===== src/rtl/sw_debouncer.sv =====
// Purpose: 2-FF synchronise and debounce WIDTH slider switches, sampling on a prescaled tick.
// Latency: 2 sync cycles + STABLE_TICKS ticks (bypass: 3 cycles raw-to-clean), all outputs registered.
// Backpressure: none; free-running level filter, the downstream consumer samples sw_clean at will.
module sw_debouncer #(
   parameter int WIDTH        = 10,
   parameter int TICK_DIV     = 50000,
   parameter int STABLE_TICKS = 4
) (
   input  logic             clk,
   input  logic             reset_n,
   input  logic [WIDTH-1:0] sw_raw,
   input  logic             bypass,
   output logic [WIDTH-1:0] sw_clean,
   output logic [WIDTH-1:0] sw_changed,
   output logic             tick
);

   // Prescaler width; TICK_DIV=1 still needs a 1-bit counter that stays at 0.
   localparam int PW = (TICK_DIV > 1) ? $clog2(TICK_DIV) : 1;
   localparam int CW = $clog2(STABLE_TICKS + 1);

   localparam logic [PW-1:0] PRESC_LAST = PW'(TICK_DIV - 1);
   localparam logic [CW-1:0] CNT_LAST   = CW'(STABLE_TICKS - 1);

   logic [WIDTH-1:0]          sync1_q, sync2_q;
   logic [PW-1:0]             presc_q, presc_d;
   logic                      tick_q, tick_d;
   logic [WIDTH-1:0][CW-1:0]  cnt_q, cnt_d;
   logic [WIDTH-1:0]          clean_q, clean_d;
   logic [WIDTH-1:0]          changed_q, changed_d;

   // Two-stage synchronizer in front of everything else.
   always_ff @(posedge clk or negedge reset_n) begin
      if (!reset_n) begin
         sync1_q <= '0;
         sync2_q <= '0;
      end else begin
         sync1_q <= sw_raw;
         sync2_q <= sync1_q;
      end
   end

   // Next prescaler value; tick is registered so it is high exactly while presc_q == TICK_DIV-1.
   always_comb begin
      presc_d = (presc_q == PRESC_LAST) ? '0 : presc_q + PW'(1);
      tick_d  = (presc_d == PRESC_LAST);
   end

   // Free-running prescaler, independent of bypass.
   always_ff @(posedge clk or negedge reset_n) begin
      if (!reset_n) begin
         presc_q <= '0;
         tick_q  <= 1'b0;
      end else begin
         presc_q <= presc_d;
         tick_q  <= tick_d;
      end
   end

   // Per-channel qualification: a level is accepted after STABLE_TICKS consecutive
   // differing samples; any sample equal to the clean level restarts the count.
   // In bypass the synchronised input is passed straight through and counts stay cleared,
   // so leaving bypass always restarts qualification from zero.
   always_comb begin
      cnt_d     = cnt_q;
      clean_d   = clean_q;
      changed_d = '0;
      if (bypass) begin
         clean_d   = sync2_q;
         changed_d = sync2_q ^ clean_q;
         cnt_d     = '0;
      end else if (tick_q) begin
         for (int i = 0; i < WIDTH; i++) begin
            if (sync2_q[i] == clean_q[i]) begin
               cnt_d[i] = '0;
            end else if (cnt_q[i] == CNT_LAST) begin
               clean_d[i]   = sync2_q[i];
               changed_d[i] = 1'b1;
               cnt_d[i]     = '0;
            end else begin
               cnt_d[i] = cnt_q[i] + CW'(1);
            end
         end
      end
   end

   // Filter state and registered outputs.
   always_ff @(posedge clk or negedge reset_n) begin
      if (!reset_n) begin
         cnt_q     <= '0;
         clean_q   <= '0;
         changed_q <= '0;
      end else begin
         cnt_q     <= cnt_d;
         clean_q   <= clean_d;
         changed_q <= changed_d;
      end
   end

   assign sw_clean   = clean_q;
   assign sw_changed = changed_q;
   assign tick       = tick_q;

endmodule


===== config.mk =====
export PLATFORM = sky130hd
export DESIGN_NAME = sw_debouncer
export DESIGN_NICKNAME = d
export VERILOG_FILES = /design/src/rtl/sw_debouncer.sv
export SDC_FILE = /design/constraint.sdc
export NUM_CORES = 1
export LEC_CHECK = 0
export CAP_MARGIN = 15
export CORE_ASPECT_RATIO = 1.4
export CORE_MARGIN = 3
export CORE_UTILIZATION = 41
export DETAILED_ROUTE_END_ITERATION = 8
export PLACE_DENSITY = 0.61
export RECOVER_POWER = 100
export SLEW_MARGIN = 20
export SYNTH_ARGS = -nofsm -noshare
export SYNTH_HDL_FRONTEND = slang
export SYNTH_SLANG_ARGS = --single-unit

===== constraint.sdc =====
create_clock -name clk -period 1.9 [get_ports clk]
set_input_delay 0.38 -clock clk [delete_from_list [all_inputs] [get_ports clk]]
set_output_delay 0.38 -clock clk [all_outputs]
set_load 0.05 [all_outputs]

# Yosys cells after proc, flatten, opt, wreduce, memory -nomap -nowiden
# Index checks and enable logic that the tools add are counted.
[classes]
n_addsub = 11
n_eq_ne = 32
mux = 67
bitwise_logic = 1
reduce_logical = 21
[ops]
columns = ["cell", "count"]
rows = [
  ["two-way mux 3 bit", 20],
  ["two-way mux 30 bit", 2],
  ["two-way mux 1 bit", 40],
  ["two-way mux 10 bit", 4],
  ["equality test 16 bit (second input constant)", 2],
  ["adder 3 x 1 -> 3 bit (second input constant)", 10],
  ["equality test 3 x 2 -> 1 bit (second input constant)", 10],
  ["AND reduction 3 bit", 10],
  ["nonzero test 2 bit", 11],
  ["inequality test 2 bit (second input constant)", 10],
  ["adder 16 x 1 -> 16 bit (second input constant)", 1],
  ["two-way mux 16 bit", 1],
  ["equality test 1 bit", 10],
  ["bitwise XOR 10 bit", 1],
]
[word_totals]
regBits = 87
in_bits = 13
out_inout_bits = 21
word_cells = 157

# Logic depth before layout (Yosys ltp)
[depth]
ltp_word = 5
mapped_depth = 6
mapped_depth_nobuf = 6

# Worst setup path after synthesis
# Ideal clock, no wire load.
[synth_path]
kind = "reg2reg"
start = "register tick_q (netlist: tick)"
end = "register cnt_q[26] (netlist name)"
setup_time_ns = 0.120
t_arrival_ns = 1.733
required_ns = 1.780
path_slack_ns = 0.047
stages_incl_launch_ff = 5
path_buffers = 2
synth_period_minus_slack_ns = 1.853
path_cell_list = "dfrtp_1 clkbuf_1 clkbuf_1 o21ai_0 and3b_1"
[synth_via]
elab_chain_len = 1
[synth_rtl]
columns = ["element", "line_no", "source"]
rows = [
  ["from (decl)", "27", "logic tick_q, tick_d;"],
  ["from (signal assigned)", "56", "tick_q <= tick_d;"],
  ["nonzero test 2 bit (no source line)", "-", ""],
  ["to (signal assigned)", "94", "cnt_q <= cnt_d;"],
  ["to (decl)", "28", "logic [WIDTH-1:0][CW-1:0] cnt_q, cnt_d;"],
]
# Every way passes these cells.
# A chain may end at the register's enable or synchronous reset.

# Worst setup path after layout
[layout_path]
start = "register changed_q[4] (netlist: sw_changed[4])"
end = "output port sw_changed[4]"
[layout_lines]
columns = ["element", "line_no", "source"]
rows = [
  ["from (decl)", "30", "logic [WIDTH-1:0] changed_q, changed_d;"],
  ["from (signal assigned)", "96", "changed_q <= changed_d;"],
  ["to (decl)", "14", "output logic [WIDTH-1:0] sw_changed,"],
]
# No word-level cell between the ends.

==> results.py <==
metrics = {
    "run_status": {
        "run_status": "finished clean",
    },
    "detailed_routing": {
        "antenna_violating_nets_post_route": 0,
        "dr_total_vias": 2385,
        "route.final.wire_length_um": 5970,
        "drt-pass1-iter-count": 4,
        "drt-vias-per-instance": 5.07,
        "remaining_drc_errors": 0,
        "drt-initial-drc-count": 89,
        "routed_length_per_placed_instance_um": 12.7,
    },
    "grt": {
        "number_of_antenna_violations_at_the_first_check_in_global_routing": 0,
        "global_route.usage.total": 0.131,
        "number_of_global_route_vias_before_repair": 2398,
        "maximum_number_of_pins_on_one_net_before_global_route_repair": 51,
        "grt_pass1_wl_um": 10700,
        "overflow_left_after_global_routing": 0,
    },
    "yosys": {
        "ys_warn_count": 0,
        "synth_top_cell_by_area": "sky130_fd_sc_hd__dfrtp_1",
        "post_synth_main_area_contributors": "sky130_fd_sc_hd__dfrtp_1 (59%), sky130_fd_sc_hd__nor2_1 (4.3%), sky130_fd_sc_hd__xnor2_1 (3.8%)",
        "yosysUniqueCellTypes": 31,
        "avgSynthCellArea_um2": 11.8,
        "synth_enable_flop_cells": 0,
        "syn_area_mm2": 0.00366,
        "synth-seq-cells": 87,
        "syn-num-nets": 334,
        "synthArstFlopShare": 1.00,
        "synth_top_area_share": 0.594,
        "yosysSeqAreaShare": 0.594,
        "dominantRegCellSynth": "sky130_fd_sc_hd__dfrtp_1",
        "gate_count_after_technology_mapping": 310,
    },
    "sta": {
        "clock.fmax_ghz": 0.545,
        "timing.final.crit_share": 0.966,
        "timing.final.setup_violations": 0,
        "final-hold-violation-count": 0,
        "finalSetupTns_ps": 0,
        "worst_case_headroom_to_the_max_slew_limit": 0.502,
        "report.final.slew_viol_count": 0,
        "finClkSkew_ps": 4.48,
        "period_needed_ps": 1840,
        "worst_pin_slew_ps": 746,
    },
    "critical_path": {
        "critical_path.top_delay_family": "buffers and inverters",
        "worst_ep_arrival_time_ps": 1460,
        "cp-start-kind": "register",
        "critPathBufInv": 1,
        "worst_path_largest_cell_delay_ps": 800,
        "required_ps": 1520,
        "critPathSlowestCell": "sky130_fd_sc_hd__clkdlybuf4s50_1",
        "crit-reg2reg-launch": "presc_q[5]",
        "cp_max_fo": 1,
        "ordered_cell_list_for_the_critical_path": "clkdlybuf4s50_1",
        "register_to_register_setup_slack_ps": 80,
        "timing.critical_path.to_type": "output pin",
        "reg2reg_to": "tick",
        "critPathKind": "register to output pin",
        "worst_reg_to_reg_path_cell_count": 6,
    },
    "cts": {
        "cts_made_buffers": 9,
        "worstSkewPairLatency_ps": 330,
        "clkSinkCount": 87,
        "clockRootBuffer": "sky130_fd_sc_hd__clkbuf_16",
        "clock_tree.buffer_depth": 2,
        "clock_tree.htree_level_count": 3,
        "clkSlewWorstSetupHoldPaths_ps": 60,
        "tritoncts_clock_tree": "yes",
    },
    "pwr": {
        "power.leakage_uw": 0.00201,
        "netSwitchingFraction": 0.243,
        "p_comb_frac": 0.104,
        "power.clock.fraction": 0.414,
        "net_switching_power_of_the_design_uw": 983,
        "power.density_cell_area_mw_per_mm2": 899,
        "portion_of_total_power_attributed_to_sequential_cells": 0.482,
        "irDropWorstVdd_uv": 647,
        "p_int_uw": 3070,
    },
    "cells_and_area": {
        "drive_above_1_share": 0.134,
        "final_net_count": 384,
        "diodes": 0,
        "finish.instance_area_mm2": 0.00451,
        "area_delta_synth_final_pct": 23.1,
        "fillCellCount": 783,
    },
    "placed_design": {
        "place.port_buffers": 33,
        "final_estimated_routing_congestion_in_global_placement": 0.853,
        "placedInstanceArea_mm2": 0.00421,
        "dp_hpwl_um": 4060,
    },
    "floorplan": {
        "num_io_pins": 34,
        "core_region_area_mm2": 0.00866,
        "die_boundary_height_um": 118,
        "count_of_standard_cell_rows": 40,
        "die_area_mm2": 0.0101,
        "chipWidth_um": 85.9,
        "initial_utilization": 0.423,
    },
    "worst_hold_path": {
        "worstHoldStart": "sync1_q[9]",
        "hold-path-endpoint": "sync2_q[9]",
        "worstHoldPathType": "register to register",
        "min_delay_path_depth": 0,
    },
    "run": {
        "max_cap_viol_count": 0,
    },
}
[synth_stat cells (3+ instances only)]
| library cell | n |
|---|---|
| sky130_fd_sc_hd__mux2i_1 | 10 |
| sky130_fd_sc_hd__o21ai_0 | 11 |
| sky130_fd_sc_hd__nor2_1 | 42 |
| sky130_fd_sc_hd__xor2_1 | 9 |
| sky130_fd_sc_hd__a21oi_1 | 20 |
| sky130_fd_sc_hd__and3b_1 | 10 |
| sky130_fd_sc_hd__nor2b_1 | 11 |
| sky130_fd_sc_hd__nand2_1 | 5 |
| sky130_fd_sc_hd__nor4_1 | 3 |
| sky130_fd_sc_hd__nor3_1 | 12 |
| sky130_fd_sc_hd__nand2b_1 | 11 |
| sky130_fd_sc_hd__dfrtp_1 | 87 |
| sky130_fd_sc_hd__ha_1 | 11 |
| sky130_fd_sc_hd__clkbuf_1 | 9 |
| sky130_fd_sc_hd__nand3_1 | 14 |
| sky130_fd_sc_hd__mux2_2 | 10 |
| sky130_fd_sc_hd__xnor2_1 | 16 |
| sky130_fd_sc_hd__nand4_1 | 3 |
[routing by layer]
| metal | part of all wire | GRT usage |
|---|---|---|
| met3 | 0.029 | 0.0378 |
| met5 | 0 | 0 |
| met2 | 0.52 | 0.214 |
| met4 | 0.017 | 0.0535 |
| met1 | 0.43 | 0.159 |
[layout by cell type (no fill, tap or decap), types with 3 or more instances in the layout]
cell type                          n
sky130_fd_sc_hd__and3b_1          10
sky130_fd_sc_hd__clkdlybuf4s50_1  11
sky130_fd_sc_hd__nand2b_1         11
sky130_fd_sc_hd__nand2_1           5
sky130_fd_sc_hd__clkbuf_16         9
sky130_fd_sc_hd__xnor2_1          16
sky130_fd_sc_hd__mux2_2           10
sky130_fd_sc_hd__nand3_1          14
sky130_fd_sc_hd__o21ai_0          11
sky130_fd_sc_hd__clkbuf_1         10
sky130_fd_sc_hd__buf_12            3
sky130_fd_sc_hd__mux2i_1          10
sky130_fd_sc_hd__ha_1             10
sky130_fd_sc_hd__nor2_1           42
sky130_fd_sc_hd__nor3_1           12
sky130_fd_sc_hd__a21oi_1          20
sky130_fd_sc_hd__nor2b_1          11
sky130_fd_sc_hd__clkinv_2          3
sky130_fd_sc_hd__dfrtp_1          87
sky130_fd_sc_hd__xor2_1            9
sky130_fd_sc_hd__nand4_1           3
sky130_fd_sc_hd__dlygate4sd3_1    11
sky130_fd_sc_hd__buf_4            10
[cell type report]
type | instances | area (µm²) | share of cell area
sequential | 87 | 2180 | 0.483
multi-input combinational | 212 | 1480 | 0.329
timing repair buffer | 48 | 417 | 0.0924
clock buffer | 10 | 229 | 0.0508
tap | 105 | 131 | 0.0292
clock inverter | 6 | 61.3 | 0.0136
inverter | 2 | 7.51 | 0.00167
[flip-flops by register name, indices dropped and copies added (netlist names)]
signal,flops
tick,1
sync1_q,10
sw_clean,10
presc_q,16
sync2_q,10
sw_changed,10
cnt_q,30
[how the worst max path moves through the flow]
stage	startpoint	end	slack, ps	cells past startpoint
2_1_floorplan	tick	cnt_q[26]	50	4
3_3_place_gp	presc_q[5]	tick	120	5
3_5_place_dp	presc_q[5]	tick	-30	5
4_1_cts	sw_changed[4]	sw_changed[4]	30	1
5_1_grt	presc_q[0]	tick	-30	7
6_report	sw_changed[4]	sw_changed[4]	60	1
[power by group through the flow]
stage | clock network [µW] | registers, µW | logic [µW]
floorplan | 0 | 2140 | 124
global placement | 0 | 1980 | 453
detailed placement | 0 | 1990 | 455
CTS | 1750 | 1950 | 455
global route | 1820 | 1960 | 457
finish | 1680 | 1950 | 421
[worst reg2reg max path: stages, from the launching register on]
cell and delay (ps):
sky130_fd_sc_hd__dfrtp_1 420, sky130_fd_sc_hd__buf_4 160, sky130_fd_sc_hd__nand4_4 160, sky130_fd_sc_hd__nor2_4 140, sky130_fd_sc_hd__xnor2_1 80, sky130_fd_sc_hd__or4b_1 520, sky130_fd_sc_hd__nor4b_2 250
[through the flow]
stage	utilization	worst slack (ps)	power, µW	instances	hold WS (ps)
3_5_place_dp	0.487	-35.0	2440	452	336
4_1_cts	0.522	32.0	4150	469	350
3_3_place_gp	0.487	121	2440	452	336
5_1_grt	0.521	-26.9	4240	470	353
2_1_floorplan	-	47.3	2260	310	84.4
6_report	0.521	64.3	4050	470	347
[cell families after synthesis]
logic type,after synthesis,share of synthesized area
AO/OA/AOI/OAI,33,0.0465
XOR/XNOR,25,0.0598
adder cells (fa/ha/maj),11,0.0376
buffers and inverters,11,0.0113
flip-flops,87,0.594
multiplexers,20,0.0581
AND/OR/NAND/NOR,123,0.192
[what timing repair did]
item                       CTS  global route
pin swaps                    0             1
hold endpoints to repair    29             0
resized for setup            3             5
buffers inserted             0             1
hold buffers                 1             0
setup endpoints to repair    3             1
cloned                       0             0
(Power assumes the default switching activity.)
